<file path="src/rtl/uart_pkg.sv">
// rtl/uart_pkg.sv - shared types and constants for the UART TX drain (UART_TX_PARITY_EN adds the PARITY state)
package uart_pkg;

  // Drain FSM states; PARITY only exists when the parity bit is built in
  typedef enum logic [2:0] {
    TX_IDLE   = 3'd0,
    TX_FETCH  = 3'd1,
    TX_START  = 3'd2,
    TX_DATA   = 3'd3,
`ifdef UART_TX_PARITY_EN
    TX_PARITY = 3'd4,
`endif
    TX_STOP   = 3'd5
  } tx_state_t;

  // Line levels on the serial pin
  localparam logic LINE_IDLE  = 1'b1;
  localparam logic LINE_START = 1'b0;

  // Supported number of stop bits
  localparam int STOP_BITS_MIN = 1;
  localparam int STOP_BITS_MAX = 2;

endpackage

</file>
<file path="src/rtl/uart_baud_cnt.sv">
// rtl/uart_baud_cnt.sv - divide-by-clks_per_bit counter with synchronous clear and bit-boundary tick
module uart_baud_cnt #(
  parameter int clks_per_bit = 16,
  parameter int cnt_w        = $clog2(clks_per_bit)
) (
  input  logic             clk,
  input  logic             rst_n,
  input  logic             clr_i,
  output logic             bit_tick_o,
  output logic [cnt_w-1:0] cnt_o
);

  localparam logic [cnt_w-1:0] CNT_LAST = cnt_w'(clks_per_bit - 1);

  logic [cnt_w-1:0] cnt_q;

  // Free-running bit-period counter; clear restarts the period at 0
  always_ff @(posedge clk or negedge rst_n) begin
    if (!rst_n) begin
      cnt_q <= '0;
    end else if (clr_i || (cnt_q == CNT_LAST)) begin
      cnt_q <= '0;
    end else begin
      cnt_q <= cnt_q + cnt_w'(1);
    end
  end

  assign bit_tick_o = (cnt_q == CNT_LAST);
  assign cnt_o      = cnt_q;

endmodule

</file>
<file path="src/rtl/uart_tx_fifo_drain.sv">
// rtl/uart_tx_fifo_drain.sv - pops the TX FIFO and serialises bytes as 8N1 frames (UART_TX_PARITY_EN adds a parity bit)
module uart_tx_fifo_drain
  import uart_pkg::*;
#(
  parameter int data_wd      = 8,
  parameter int clks_per_bit = 16,
  parameter int stop_bits    = 1
) (
  input  logic               clk,
  input  logic               rst_n,
  input  logic               tx_en,
`ifdef UART_TX_PARITY_EN
  input  logic               parity_odd,
`endif
  input  logic               fifo_empty,
  input  logic [data_wd-1:0] fifo_rd_data,
  output logic               fifo_rd_en,
  output logic               tx,
  output logic               busy,
  output logic               frame_done
);

  localparam int CNT_W  = $clog2(clks_per_bit);
  localparam int BIT_W  = $clog2(data_wd + 1);
  localparam int STOP_N = (stop_bits < STOP_BITS_MIN) ? STOP_BITS_MIN :
                          (stop_bits > STOP_BITS_MAX) ? STOP_BITS_MAX : stop_bits;

  localparam logic [BIT_W-1:0] LAST_DATA = BIT_W'(data_wd - 1);
  localparam logic [BIT_W-1:0] LAST_STOP = BIT_W'(STOP_N - 1);
  // Baud count one clk before the bit boundary, so frame_done lands on the final clk
  localparam logic [CNT_W-1:0] PRE_TICK  = CNT_W'(clks_per_bit - 2);

  tx_state_t          state_q;
  logic [data_wd-1:0] shift_q;
  logic [data_wd-1:0] shift_d;
  logic [BIT_W-1:0]   bit_cnt_q;
  logic               tx_q;
  logic               frame_done_q;
`ifdef UART_TX_PARITY_EN
  logic               parity_q;
`endif

  logic               pop;
  logic               baud_clr;
  logic               bit_tick;
  logic [CNT_W-1:0]   baud_cnt;

  // Pop is decoded from the current empty flag so a stale flag can never cause an underflow
  assign pop        = rst_n && (state_q == TX_IDLE) && tx_en && !fifo_empty;
  assign fifo_rd_en = pop;

  // Baud counter sits at 0 until the start bit begins
  assign baud_clr   = (state_q == TX_IDLE) || (state_q == TX_FETCH);
  assign shift_d    = shift_q >> 1;

  uart_baud_cnt #(
    .clks_per_bit (clks_per_bit),
    .cnt_w        (CNT_W)
  ) u_baud (
    .clk        (clk),
    .rst_n      (rst_n),
    .clr_i      (baud_clr),
    .bit_tick_o (bit_tick),
    .cnt_o      (baud_cnt)
  );

  // Drain FSM: tx and frame_done are registered alongside the state so the pin never glitches
  always_ff @(posedge clk or negedge rst_n) begin
    if (!rst_n) begin
      state_q      <= TX_IDLE;
      shift_q      <= '0;
      bit_cnt_q    <= '0;
      tx_q         <= LINE_IDLE;
      frame_done_q <= 1'b0;
`ifdef UART_TX_PARITY_EN
      parity_q     <= 1'b0;
`endif
    end else begin
      frame_done_q <= (state_q == TX_STOP) && (bit_cnt_q == LAST_STOP) &&
                      (baud_cnt == PRE_TICK);
      case (state_q)
        TX_IDLE: begin
          tx_q <= LINE_IDLE;
          if (pop) begin
            state_q <= TX_FETCH;
          end
        end
        TX_FETCH: begin
          shift_q   <= fifo_rd_data;
          bit_cnt_q <= '0;
`ifdef UART_TX_PARITY_EN
          parity_q  <= (^fifo_rd_data) ^ parity_odd;
`endif
          tx_q      <= LINE_START;
          state_q   <= TX_START;
        end
        TX_START: begin
          if (bit_tick) begin
            tx_q    <= shift_q[0];
            state_q <= TX_DATA;
          end
        end
        TX_DATA: begin
          if (bit_tick) begin
            if (bit_cnt_q == LAST_DATA) begin
              bit_cnt_q <= '0;
`ifdef UART_TX_PARITY_EN
              tx_q      <= parity_q;
              state_q   <= TX_PARITY;
`else
              tx_q      <= LINE_IDLE;
              state_q   <= TX_STOP;
`endif
            end else begin
              bit_cnt_q <= bit_cnt_q + BIT_W'(1);
              shift_q   <= shift_d;
              tx_q      <= shift_d[0];
            end
          end
        end
`ifdef UART_TX_PARITY_EN
        TX_PARITY: begin
          if (bit_tick) begin
            tx_q    <= LINE_IDLE;
            state_q <= TX_STOP;
          end
        end
`endif
        TX_STOP: begin
          tx_q <= LINE_IDLE;
          if (bit_tick) begin
            if (bit_cnt_q == LAST_STOP) begin
              bit_cnt_q <= '0;
              state_q   <= TX_IDLE;
            end else begin
              bit_cnt_q <= bit_cnt_q + BIT_W'(1);
            end
          end
        end
        default: begin
          tx_q    <= LINE_IDLE;
          state_q <= TX_IDLE;
        end
      endcase
    end
  end

  assign tx         = tx_q;
  assign busy       = (state_q != TX_IDLE);
  assign frame_done = frame_done_q;

endmodule

</file>
<file path="config.mk">
export PLATFORM = sky130hd
export DESIGN_NAME = uart_tx_fifo_drain
export DESIGN_NICKNAME = d
export VERILOG_FILES = /design/src/rtl/uart_pkg.sv /design/src/rtl/uart_baud_cnt.sv /design/src/rtl/uart_tx_fifo_drain.sv
export SDC_FILE = /design/constraint.sdc
export NUM_CORES = 1
export LEC_CHECK = 0
export BUFFER_PORTS_ARGS = -buffer_cell sky130_fd_sc_hd__buf_2
export CAP_MARGIN = 20
export CORE_ASPECT_RATIO = 1.5
export CORE_MARGIN = 2
export CORE_UTILIZATION = 40
export DETAILED_ROUTE_END_ITERATION = 10
export PLACE_DENSITY = 0.68
export SYNTH_ARGS = -nofsm -noshare
export SYNTH_HDL_FRONTEND = slang
export SYNTH_SLANG_ARGS = --single-unit
</file>
<file path="constraint.sdc">
create_clock -name clk -period 4.3 [get_ports clk]
set_input_delay 0.215 -clock clk [delete_from_list [all_inputs] [get_ports clk]]
set_output_delay 0.215 -clock clk [all_outputs]
set_load 0.005 [all_outputs]
</file>
After elaboration in Yosys (flattened, before gate mapping)
Index checks and enable logic that the tools add are counted.

Add/sub/neg operators: 2. Muxes and demuxes: 20. Reduce and logical (&&, ||, !) cells: 17. Eq/ne operators: 14.

Operators with widths (count): $mux W4 (5); $mux W3 (6); $mux W8 (2); $pmux W8 S2 (1); $pmux W3 S5 (1); $ne A2 B2 Y1 const B (6); $pmux W4 S3 (1); $add A4 B1 Y4 const B (2); $eq A4 B4 Y1 const B (2); $eq A3 B2 Y1 const B (2); $reduce_and A3 Y1 (2); $reduce_and A6 Y1 (1); $reduce_bool A3 Y1 (2); $logic_and A1 B1 Y1 (5); $eq A4 B3 Y1 const B (1); $logic_not A4 Y1 (1); $eq A3 B1 Y1 const B (1); $eq A3 B3 Y1 const B (1); $logic_not A3 Y1 (1); $mux W1 (3); $pmux W1 S3 (1); $logic_or A1 B1 Y1 (2); $ne A2 B1 Y1 const B (1); $reduce_and A2 Y1 (1); 2 further kinds (2).

Word-level logic and storage cells: 59. Bits of input ports: 12. Register bits after elaboration: 21. Output and inout port bits: 4.

Depth between registers and ports, before layout
Depth in word-level cells: 6. Mapped depth: 6. Mapped depth without buffers: 6.

Modules after synthesis
Synthesis repeated with hierarchy kept, for this count alone.

Cell total of the unflattened synthesis: 125. Area total of the unflattened synthesis: 1212.4 um^2.

By module, submodules not included: uart_tx_fifo_drain (seq. area each 426.7 um^2, times used 1, area an instance 1041.0 um^2, cells each 112); uart_baud_cnt (seq. area each 100.1 um^2, times used 1, area an instance 171.4 um^2, cells each 13).

Worst setup path before layout
No wires, ideal clock.

Kind: reg-to-reg. From: reg bit_cnt_q[0]. To: reg bit_cnt_q[3]. Stages on the path, launching flop included: 7. Slack: 2657 ps. Period minus slack after synthesis: 1643 ps. Data arrival time: 1522 ps. Path buffers: 0. Library setup time: 121 ps. Required time: 4179 ps. Path through: dfrtp_1 inv_1 ha_1 or3b_4 o2bb2ai_2 a41o_1 a22o_1.

Word-level cells in the longest chain between the ends: 4. Elaborated cells on any way between the ends: 8. Classes of those cells: 1 x add/sub; 1 x eq/ne; 5 x mux; 1 x reduce/logical.

Ends and longest elaborated chain: from (decl) (line uart_tx_fifo_drain.sv:36) `logic [BIT_W-1:0] bit_cnt_q;`; from (signal assigned) (line uart_tx_fifo_drain.sv:115) `bit_cnt_q <= bit_cnt_q + BIT_W'(1);`; from (signal assigned) (line uart_tx_fifo_drain.sv:136) `bit_cnt_q <= bit_cnt_q + BIT_W'(1);`; $add A4 B1 Y4, or another cell as far along (line uart_tx_fifo_drain.sv:115, uart_tx_fifo_drain.sv:136); $mux W4, on equally long branches (line uart_tx_fifo_drain.sv:132, uart_tx_fifo_drain.sv:105); $mux W4, on equally long branches (line uart_tx_fifo_drain.sv:131, uart_tx_fifo_drain.sv:104); $pmux W4 S3 * (line uart_tx_fifo_drain.sv:81) `case (state_q)`.

Every way passes the cells marked *; elsewhere a longest branch is shown, timed or not. The select of a mux whose other input is x is not followed. A chain may end at the register's enable or synchronous reset.

Worst setup path in the final report
From: reg state_q[0]. To: reg bit_cnt_q[2].

Word-level cells in the longest chain between the ends: 3. Elaborated cells on any way between the ends: 8. Classes of those cells: 5 x eq/ne; 1 x mux; 2 x reduce/logical.

Ends and longest elaborated chain: from (decl) (line uart_tx_fifo_drain.sv:33) `tx_state_t state_q;`; from (signal assigned) (line uart_tx_fifo_drain.sv:70) `state_q <= TX_IDLE;`; from (signal assigned) (line uart_tx_fifo_drain.sv:85) `state_q <= TX_FETCH;`; from (signal assigned) (line uart_tx_fifo_drain.sv:95) `state_q <= TX_START;`; $eq A3 B2 Y1, or another cell as far along (line uart_tx_fifo_drain.sv:81); $ne A2 B2 Y1 (no source line) / $reduce_bool A3 Y1 (equally long branches); $reduce_and A3 Y1 (no source line).

Several ways; a longest one is shown, not always the timed one.

==> metrics.csv <==
metric,value,unit
relSlewSlack,58.59,%
antenna_found_initial,0,
timing.final.crit_share,42.90,%
ys_seq_elements,21,
status,"finished, final reports clean",
crit_arrival,2.05,ns
cts-htree-levels,1,
async_flop_share,100.0,%
synthesis.area,1201,sq um
worstPathRequired,4.50,ns
pwr_density_cell,257.5,nW/um^2
endpoint_kind,flip-flop,
power_frac_comb,4.6,%
synthTopCellsByCount,"dfrtp_1 (20), mux2_2 (14), nor2_1 (8)",
setup_tns,0,ns
yosys.cell_count.top_type,dfrtp_1,
cts-root-buf,clkbuf_8,
worstPathCellList,a21boi_1 > a22oi_2 > a2111oi_0 > a211o_1,
maxSlewViolCount,0,
grt_pass1_vias,831,
skew,0.001676,ns
crit_family,compound AO/OA/AOI/OAI gates,
holdBufCountCts,1,
antenna_left,0,
rsz0062_at_grt,false,
period_minus_slack,1.845,ns
fp.dieH,71.12,microns
netlist_instances,107,
clkLatencyLatePin,0.26,ns
io_pins,16,
yosysWarningCount,0,
via_count,864,
grt_max_degree,23,
tightest_slew,0.6211,ns
fin_nets,138,
synth_edf_count,0,
drive_gt1_share,33.88,%
grt_util_all_layers,14.30,%
grt_pass1_wl,3.788,mm
core_area,2883,sq um
cts_tree,yes,
area_growth,12.29,%
cpMaxStageDelayCell,dfrtp_1,
wirelength,2.277,mm
wire_per_inst,14.23,microns
viasPerCell,5.400,
drtPass1Iterations,4,
fp.dieW,48.74,microns
max-clock-path-buffers,2,
path_class,flip-flop to flip-flop,
cts_buffers,3,
cts_resized,0,
internal_power,0.0002758,W
fp-row-count,24,
setup_violations,0,
dp.final_hpwl,1.664,mm
io_buffers,15,
power,0.0003473,W
vdd_ir_drop_max,0.2210,mV
synth.avg_cell_area,11.23,sq um
cts_sinks,21,
leakage,0.5976,nW
max_freq,542.1,MHz
drt_iter0_drc,8,
synth_area_leaders,"dfrtp_1 (42%), mux2_2 (13%), ha_1 (4.2%), nor2_1 (2.5%), dfstp_2 (2.2%)",
crit_path_max_fanout,19,
swShare,20.60,%
synthFlopType,dfrtp_1,
power_frac_seq,58.4,%
timing.critical_path.buf_inv,0,
postCtsSetupRepairBufs,0,
holdCritPathClass,input pin to flip-flop,
clockPowerShare,37.1,%
critPathMaxStageDelay,0.74,ns
n_antenna_cell,0,
overflow,0,
yosysSeqAreaShare,43.85,%
start_util,41.67,%
yosysTopAreaCellShare,41.67,%
power_switching,0.00007157,W
clk_pin_slew_worst_paths,0.07,ns
gp_congestion,0.7666,
die_area,3466,sq um
syn_nets,123,
yosys.area.top_type,dfrtp_1,
critPathLaunchType,flip-flop,
finalHoldViolCount,0,
post-route-drc-count,0,
synth_cell_types,47,
drv_cap,0,
==> path summary, 6_finish.rpt <==
path,cells after the start,end,start,slack (ns)
max,4,bit_cnt_q[2]$_DFFE_PN0P_,state_q[0]$_DFFE_PN0P_,2.46
min,2,shift_q[7]$_DFFE_PN0P_,fifo_rd_data[7],0.21
max reg2reg,4,bit_cnt_q[2]$_DFFE_PN0P_,state_q[0]$_DFFE_PN0P_,2.46
min reg2reg,1,u_baud.cnt_o[0]$_DFF_PN0_,u_baud.cnt_o[0]$_DFF_PN0_,0.49
max in group asynchronous,2,tx$_DFFE_PN1P_,rst_n,3.50
min in group asynchronous,2,state_q[2]$_DFFE_PN0P_,rst_n,0.45
==> cell usage in the layout (no fill, tap or decap), types with 2 or more instances in the layout <==
| master | netlist | final |
|---|---|---|
| o21ai_0 | 4 | 4 |
| nor2_1 | 8 | 8 |
| nand3_1 | 4 | 4 |
| a22o_1 | 2 | 2 |
| buf_2 | 1 | 15 |
| a21boi_0 | 2 | 2 |
| clkbuf_8 | 0 | 3 |
| a21oi_1 | 2 | 2 |
| nor2b_1 | 2 | 2 |
| inv_1 | 4 | 4 |
| mux2_2 | 14 | 14 |
| nor3_1 | 2 | 2 |
| nand2b_1 | 2 | 2 |
| ha_1 | 4 | 4 |
| dfrtp_1 | 20 | 20 |
==> power groups by stage <==
stage	Combinational (W)	Sequential (W)	Clock (W)
2_1_floorplan	0.00000549	0.000206	0
3_3_place_gp	0.0000154	0.000206	0
3_5_place_dp	0.0000158	0.000207	0
4_1_cts	0.0000166	0.000203	0.000133
5_1_grt	0.0000179	0.000203	0.000143
6_report	0.0000158	0.000203	0.000129
==> final cells by class <==
class	count	area, sq um
timing repair buffer	16	85.08
tap	39	48.80
sequential	21	526.8
clock buffer	4	45.04
fill	284	1534
multi-input combinational	76	628.1
inverter	4	15.01
==> worst register-to-register path: stages, from the launching register on <==
cell and delay [ns]:
dfrtp_1 0.74, a21boi_1 0.32, a22oi_2 0.12, a2111oi_0 0.45, a211o_1 0.16
==> through the flow <==
step	hold WS (ns)	instance area (sq um)	cells	util (%)	worst slack (ns)
final	0.2142	1349	160	46.79	2.455
after global routing	0.2213	1349	160	46.79	2.294
after CTS	0.2082	1349	160	46.79	2.410
after detailed placement	0.2128	1294	155	44.88	2.511
after global placement	0.2102	1294	155	44.88	2.566
after floorplan	-0.08059	1201	107	-	2.657
==> metal layers <==
metal / vias up / routed length [microns] / global-route usage, %
li1: 422 / - / -
met5: - / 0 / 0
met2: 14 / 1218 / 24.96
met1: 423 / 960 / 16.53
met3: 5 / 42 / 1.899
met4: 0 / 55 / 8.571
==> registers in the layout (all words and copies together) (netlist names) <==
register	count
u_baud.cnt_o	4
shift_q	8
bit_cnt_q	4
state_q	3
tx	1
frame_done	1
==> cell families after synthesis <==
kind of cell             count (synthesis)  share of synthesized area, %
AO/OA/AOI/OAI                           25                         16.36
XOR/XNOR                                 2                         1.459
adder cells (fa/ha/maj)                  4                         4.167
buffers and inverters                   10                         3.853
flip-flops                              21                         43.85
multiplexers                            15                         14.06
AND/OR/NAND/NOR                         30                         16.25
(Power assumes the default switching activity.)
